**src/rtl/clk_ratio_detector.sv**
```systemverilog
// Measures period and high time of a slow clock-like input in master-clock cycles,
// declares lock on a stable period and decodes power-of-two ratios 2..32.
module clk_ratio_detector #(
    parameter int MAX_PERIOD = 64,
    parameter int LOCK_COUNT = 4,
    localparam int W = $clog2(MAX_PERIOD + 1)
) (
    input  logic         clk,
    input  logic         rst,
    input  logic         sig_in,
    output logic [W-1:0] period,
    output logic [W-1:0] high_time,
    output logic         period_valid,
    output logic         locked,
    output logic [4:0]   ratio_onehot,
    output logic         duty_ok,
    output logic         timeout
);

    // Internal counters need one extra count so the timeout threshold is representable.
    localparam int CW = $clog2(MAX_PERIOD + 2);
    localparam logic [CW-1:0] TO_LIMIT = CW'(MAX_PERIOD + 1);

    typedef enum logic [1:0] {
        IDLE    = 2'd0,
        MEASURE = 2'd1,
        LOCKED  = 2'd2
    } state_t;

    state_t        state_q, state_d;
    logic          s1_q, s1_d, s2_q, s2_d, s3_q, s3_d;
    logic [CW-1:0] elapsed_q, elapsed_d;
    logic [CW-1:0] hi_acc_q, hi_acc_d;
    logic [W-1:0]  period_q, period_d;
    logic [W-1:0]  high_time_q, high_time_d;
    logic [W-1:0]  prev_period_q, prev_period_d;
    logic [3:0]    match_cnt_q, match_cnt_d;
    logic          period_valid_q, period_valid_d;
    logic          locked_q, locked_d;
    logic [4:0]    ratio_q, ratio_d;
    logic          duty_ok_q, duty_ok_d;
    logic          timeout_q, timeout_d;
    logic          rise;
    logic [W-1:0]  p_meas;
    logic          p_match;

    function automatic logic [CW-1:0] sat_inc(input logic [CW-1:0] v);
        return (v == TO_LIMIT) ? v : v + CW'(1);
    endfunction

    function automatic logic [4:0] ratio_of(input logic [W-1:0] p);
        logic [4:0] r;
        r = '0;
        for (int i = 0; i < 5; i++) begin
            r[i] = (int'(p) == (2 << i));
        end
        return r;
    endfunction

    always_comb begin
        s1_d           = sig_in;
        s2_d           = s1_q;
        s3_d           = s2_q;
        rise           = s2_q & ~s3_q;
        p_meas         = elapsed_q[W-1:0];
        p_match        = (p_meas == prev_period_q);

        state_d        = state_q;
        elapsed_d      = sat_inc(elapsed_q);
        hi_acc_d       = s2_q ? sat_inc(hi_acc_q) : hi_acc_q;
        period_d       = period_q;
        high_time_d    = high_time_q;
        prev_period_d  = prev_period_q;
        match_cnt_d    = match_cnt_q;
        period_valid_d = 1'b0;
        locked_d       = locked_q;
        duty_ok_d      = duty_ok_q;
        timeout_d      = 1'b0;

        // The rise cycle is cycle 0 of the new window, so both counters restart at 1.
        if (state_q != IDLE && elapsed_q == TO_LIMIT) begin
            timeout_d   = 1'b1;
            locked_d    = 1'b0;
            match_cnt_d = '0;
            state_d     = IDLE;
        end else if (rise) begin
            elapsed_d = CW'(1);
            hi_acc_d  = CW'(1);
            if (state_q == IDLE) begin
                state_d = MEASURE;
            end else begin
                period_d       = p_meas;
                high_time_d    = hi_acc_q[W-1:0];
                duty_ok_d      = ({hi_acc_q, 1'b0} == {1'b0, elapsed_q});
                period_valid_d = 1'b1;
                prev_period_d  = p_meas;
                if (state_q == MEASURE) begin
                    if (p_match) begin
                        match_cnt_d = match_cnt_q + 4'd1;
                        if (int'(match_cnt_q) + 1 == LOCK_COUNT) begin
                            state_d  = LOCKED;
                            locked_d = 1'b1;
                        end
                    end else begin
                        match_cnt_d = '0;
                    end
                end else if (!p_match) begin
                    locked_d    = 1'b0;
                    match_cnt_d = '0;
                    state_d     = MEASURE;
                end
            end
        end

        ratio_d = locked_d ? ratio_of(period_d) : 5'b0;
    end

    always_ff @(posedge clk) begin
        if (rst) begin
            state_q        <= IDLE;
            s1_q           <= 1'b0;
            s2_q           <= 1'b0;
            s3_q           <= 1'b0;
            elapsed_q      <= '0;
            hi_acc_q       <= '0;
            period_q       <= '0;
            high_time_q    <= '0;
            prev_period_q  <= '0;
            match_cnt_q    <= '0;
            period_valid_q <= 1'b0;
            locked_q       <= 1'b0;
            ratio_q        <= '0;
            duty_ok_q      <= 1'b0;
            timeout_q      <= 1'b0;
        end else begin
            state_q        <= state_d;
            s1_q           <= s1_d;
            s2_q           <= s2_d;
            s3_q           <= s3_d;
            elapsed_q      <= elapsed_d;
            hi_acc_q       <= hi_acc_d;
            period_q       <= period_d;
            high_time_q    <= high_time_d;
            prev_period_q  <= prev_period_d;
            match_cnt_q    <= match_cnt_d;
            period_valid_q <= period_valid_d;
            locked_q       <= locked_d;
            ratio_q        <= ratio_d;
            duty_ok_q      <= duty_ok_d;
            timeout_q      <= timeout_d;
        end
    end

    assign period       = period_q;
    assign high_time    = high_time_q;
    assign period_valid = period_valid_q;
    assign locked       = locked_q;
    assign ratio_onehot = ratio_q;
    assign duty_ok      = duty_ok_q;
    assign timeout      = timeout_q;

endmodule

```
**config.mk**
```make
export PLATFORM = sky130hd
export DESIGN_NAME = clk_ratio_detector
export DESIGN_NICKNAME = d
export VERILOG_FILES = /design/src/rtl/clk_ratio_detector.sv
export SDC_FILE = /design/constraint.sdc
export NUM_CORES = 1
export LEC_CHECK = 0
export BUFFER_PORTS_ARGS = -buffer_cell sky130_fd_sc_hd__buf_2
export CAP_MARGIN = 10
export CORE_ASPECT_RATIO = 0.6
export CORE_MARGIN = 10
export CORE_UTILIZATION = 58
export CTS_CLUSTER_SIZE = 16
export DETAILED_ROUTE_END_ITERATION = 16
export PLACE_DENSITY = 0.79
export SYNTH_ARGS = -nofsm -noshare
export SYNTH_HDL_FRONTEND = slang
export SYNTH_SLANG_ARGS = --single-unit
export TNS_END_PERCENT = 50
```
**constraint.sdc**
```tcl
create_clock -name clk -period 2.1 [get_ports clk]
set_clock_uncertainty 0.05 [all_clocks]
set_input_delay 0.105 -clock clk [delete_from_list [all_inputs] [get_ports clk]]
set_output_delay 0.105 -clock clk [all_outputs]
set_load 0.005 [all_outputs]
```
After elaboration in Yosys (flattened, before gate mapping) --
Cells that the tools add are included.
Storage, ports and cells: ROM bits 0, output and inout bits 23, latch bits 0, memory bits (writable) 0, memories 0, register bits after elaboration 53, logic and storage cells 76, input bits 3
Operators by class: equality and inequality tests 15, reductions and logical operators 9, $lt $le $gt $ge 0, div/mod/pow operators 0, shift-type cells 0, add/subtract/negate cells 4, muxes and demuxes 27, $mul 0, bitwise gates (word level) 6
Operators with widths (count):
- 7-bit 2-to-1 mux | 10
- 7-bit equality test (second input constant) | 3
- 7-bit by 1-bit adder with 7-bit output (second input constant) | 2
- 4-bit 2-to-1 mux | 3
- 2-bit 2-to-1 mux | 5
- 1-bit 2-to-1 mux | 9
- 8-bit by 7-bit equality test with 1-bit output | 1
- 7-bit by 3-bit equality test with 1-bit output (second input constant) | 1
- 7-bit by 4-bit equality test with 1-bit output (second input constant) | 1
- 7-bit by 5-bit equality test with 1-bit output (second input constant) | 1
- 7-bit by 6-bit equality test with 1-bit output (second input constant) | 1
- 7-bit equality test | 1
- 3-bit AND reduction | 2
- 4-bit by 1-bit adder with 5-bit output (second input constant) | 1
- 5-bit by 3-bit equality test with 1-bit output (second input constant) | 1
- 1-bit NOT | 5
- 4-bit by 1-bit adder with 4-bit output (second input constant) | 1
- 4-bit AND reduction | 1
- 2-bit OR reduction | 2
- 3-bit by 1-bit != test with 1-bit output (second input constant) | 1
- 3-bit by 2-bit != test with 1-bit output (second input constant) | 1
- 3-bit != test (second input constant) | 1
- 3-bit OR reduction | 1
- 2-bit by 1-bit equality test with 1-bit output (second input constant) | 1
- other kinds (5) | 5

Longest topological paths before layout --
depth in word-level cells 10, mapped depth 10

Least setup slack after synthesis --
No wires, ideal clock.
kind register -> register, from reg elapsed_q[1], to reg ratio_q[0] (netlist: ratio_onehot[0]), slack 0.309 ns, library setup time 0.092 ns, data required time 1.958 ns, cell stages (with the launch flop) 10, period minus slack after synthesis 1.791 ns, arrival 1.649 ns, path through dfxtp_1 buf_6 inv_1 ha_1 nand4bb_1 buf_2 nor2_1 a21oi_1 o2111ai_4 nor4_1
On the way: longest elaborated chain between the ends 8, elaborated cells on any way between the ends 15, classes of those cells 3 x eq/ne; 9 x mux; 1 x bitwise; 2 x reduce/logical
RTL lines:
- from (decl) | RTL line 32 | logic [CW-1:0] elapsed_q, elapsed_d;
- from (signal assigned) | RTL line 140 | elapsed_q <= elapsed_d;
- 7-bit equality test | RTL line 66 | p_match = (p_meas == prev_period_q);
- 1-bit 2-to-1 mux (on tied branches) | RTL line 107, 98
- 1-bit 2-to-1 mux | RTL line 97 | if (state_q == MEASURE) begin
- 1-bit 2-to-1 mux | RTL line 89 | if (state_q == IDLE) begin
- 1-bit 2-to-1 mux | RTL line 86 | end else if (rise) begin
- 1-bit 2-to-1 mux | RTL line 81 | if (state_q != IDLE && elapsed_q == TO_LIMIT) begin
- 1-bit NOT (no source line)
- 2-bit OR reduction (no source line)
- to (signal assigned) | RTL line 148 | ratio_q <= ratio_d;
- to (decl) | RTL line 40 | logic [4:0] ratio_q, ratio_d;
Several ways; a longest one is shown, not always the timed one. A chain may end at the register's enable or synchronous reset.

Final worst setup path --
from reg elapsed_q[1], to reg ratio_q[3] (netlist: ratio_onehot[3])
The elaborated chain is that of the path after synthesis.

==> qor.yml <==
status: "finished clean"
routed_via_density: 5.59
grtUsageTotal: 0.163
drt_iter0_markers: 196
fmax_ghz: 0.517
synth-edff-count: 0
p_int_uw: 1330
grt_pass1_wl_mm: 10.1
clkPwrFrac: 0.335
synthDistinctLibCells: 48
postSynthAreaPerCell_um2: 8.74
drc: 0
fin_ws_ns: 0.166
start_kind: "flip-flop"
end_kind: "flip-flop"
crit_type: "flip-flop to flip-flop"
tns_ns: 0
p_comb_frac: 0.075
place_ws_ns: 0.123
grt_pass1_vias: 1993
final_cell_mix: "53 x dfxtp_1, 47 x nand2_1, 27 x a21oi_1, 25 x buf_2, 22 x nor2_1"
multi_input_area_um2: 1330
antennaDiodeCount: 0
synth_cells: 291
wl_per_cell_um: 15.6
hold_viol: 0
ys_ff_latch: 53
cts_tree: "yes"
cts_made_buffers: 5
rows: 18
worstSkewPairLatency_ns: 0.31
power.density_nw_per_um2: 616
cp_max_fo: 8
seq_power_share: 0.590
wl_mm: 5.88
ys_warn_count: 0
ant_nets: 0
antenna_found_initial: 0
yosysSeqAreaShare: 0.417
synth_area_um2: 2540
finalCriticalPeriod_ns: 1.93
maxSlewHeadroom: 0.576
regArea_um2: 1060
p_sw_frac: 0.236
dp_hpwl_mm: 4.30
gp_congestion: 0.882
root_buffer: "clkbuf_8"
p_switching_uw: 411
vdd_drop_max_uv: 464
htreeDepth: 2
yosys.area.top_type: "dfxtp_1"
async_flop_share: 0
die_h_um: 71.3
synth_ff_type: "dfxtp_1"
dr.pass1.iters: 6
synth_top_area_share: 0.417
grt-ovfl-total: 0
clkTransAtPathRegs_ns: 0.09
final_max_slew_viol_count: 0
nNetsFinal: 325
dr_total_vias: 2106
max_cap_viol_count: 0
worstPathArrival_ns: 2.11
setup_violations: 0
tightest_slew_ns: 0.634
rsz0062_at_grt: "no"
fill_cells: 355
clockBufferDepth: 2
critPathRequiredTime_ns: 2.27
synth_nets: 299
hold_path_class: "primary input to flip-flop"
p_leak_uw: 0.00114
cts.sinks: 53
fin_crit_sh: 0.921
core-area_um2: 4170
die_w_um: 105
dieArea_um2: 7520
grt_start_max_net_pins: 23
drive_gt1_frac: 0.196
finalPower_uw: 1740
final_common_cell: "dfxtp_1"
io-pin-count: 26
port_buffers: 25
start_util: 0.611
area_delta_synth_final_pct: 10.9
synth.area.top_cells: "dfxtp_1 42%, nand2_1 6.9%, a21oi_1 5.3%"
==> critical path, cell delays in order, from the launching register on <==
cell       delay (ns)
dfxtp_1          0.33
inv_1            0.06
ha_1             0.16
nand4bb_2        0.26
o211a_1          0.41
nor4_2           0.25
a31oi_1          0.09
nor3_1           0.25
==> flip-flops by register name (all words and copies together), names as in the netlist <==
| register | count |
|---|---|
| elapsed_q | 7 |
| s3_q | 1 |
| timeout | 1 |
| ratio_onehot | 5 |
| high_time | 7 |
| period | 7 |
| match_cnt_q | 4 |
| duty_ok | 1 |
| hi_acc_q | 7 |
| locked | 1 |
| state_q | 2 |
| s2_q | 1 |
| s1_q | 1 |
| prev_period_q | 7 |
| period_valid | 1 |
==> metal layers <==
metal  global-route usage  vias up  share of wire
met5                    0        -              0
met4               0.0374        0         0.0083
met3               0.0652       10          0.089
met2                0.221       88           0.41
met1                0.235      955           0.50
li1                     -     1053              -
==> stage by stage <==
stage	hold WS, ns	cell area, um^2	instances	utilization
global route	0.107	2820	377	0.677
global placement	0.269	2710	369	0.651
detailed placement	0.269	2710	369	0.651
CTS	0.111	2810	377	0.674
finish	0.117	2820	377	0.677
floorplan	0.183	2540	291	-
==> logic make-up after synthesis <==
group | Yosys count | synth area share
xor gates and xnor gates | 23 | 0.0910
buffers and inverters | 28 | 0.0674
muxes | 1 | 0.00394
and+or+nand+nor | 126 | 0.248
AOI/OAI and AO/OA | 55 | 0.148
adders and majority gates | 5 | 0.0246
DFF | 53 | 0.417
==> worst paths after layout <==
check,from,end,slack [ns],cells after the start
worst max-delay path,elapsed_q[1],ratio_onehot[3],0.17,7
worst min-delay path,rst,period_valid,0.12,2
worst max register to register,elapsed_q[1],ratio_onehot[3],0.17,7
worst min register to register,high_time[3],high_time[3],0.41,2
==> power by group through the flow <==
| stage | sequential [uW] | combinational [uW] | clock (uW) |
|---|---|---|---|
| 2_1_floorplan | 1050 | 95.3 | 0 |
| 3_3_place_gp | 1050 | 121 | 0 |
| 3_5_place_dp | 1050 | 123 | 0 |
| 4_1_cts | 1030 | 126 | 582 |
| 5_1_grt | 1030 | 142 | 646 |
| 6_report | 1030 | 130 | 582 |
==> what timing repair did <==
action	in CTS	in global routing
hold buffers	1	0
endpoints found under the setup margin	0	15
resized for setup	0	2
hold endpoints to repair	1	0
setup buffers	0	0
==> final cells by class <==
cell class | count | share of cell area
clock buffer | 7 | 0.0306
inverter | 5 | 0.00665
multi-input combinational | 210 | 0.470
sequential | 53 | 0.376
tap | 60 | 0.0266
timing repair buffer | 42 | 0.0905
==> synth_stat cells, types with 7 or more instances <==
cell type  count
xor2_1        13
nand4_1        7
nand2_1       47
clkbuf_1       7
nor4_1         7
nor2_1        22
nand3_1        7
buf_6          7
buf_2          8
nor3_1         9
a21oi_1       27
dfxtp_1       53
Note: power is estimated with default switching activity, not from simulation.
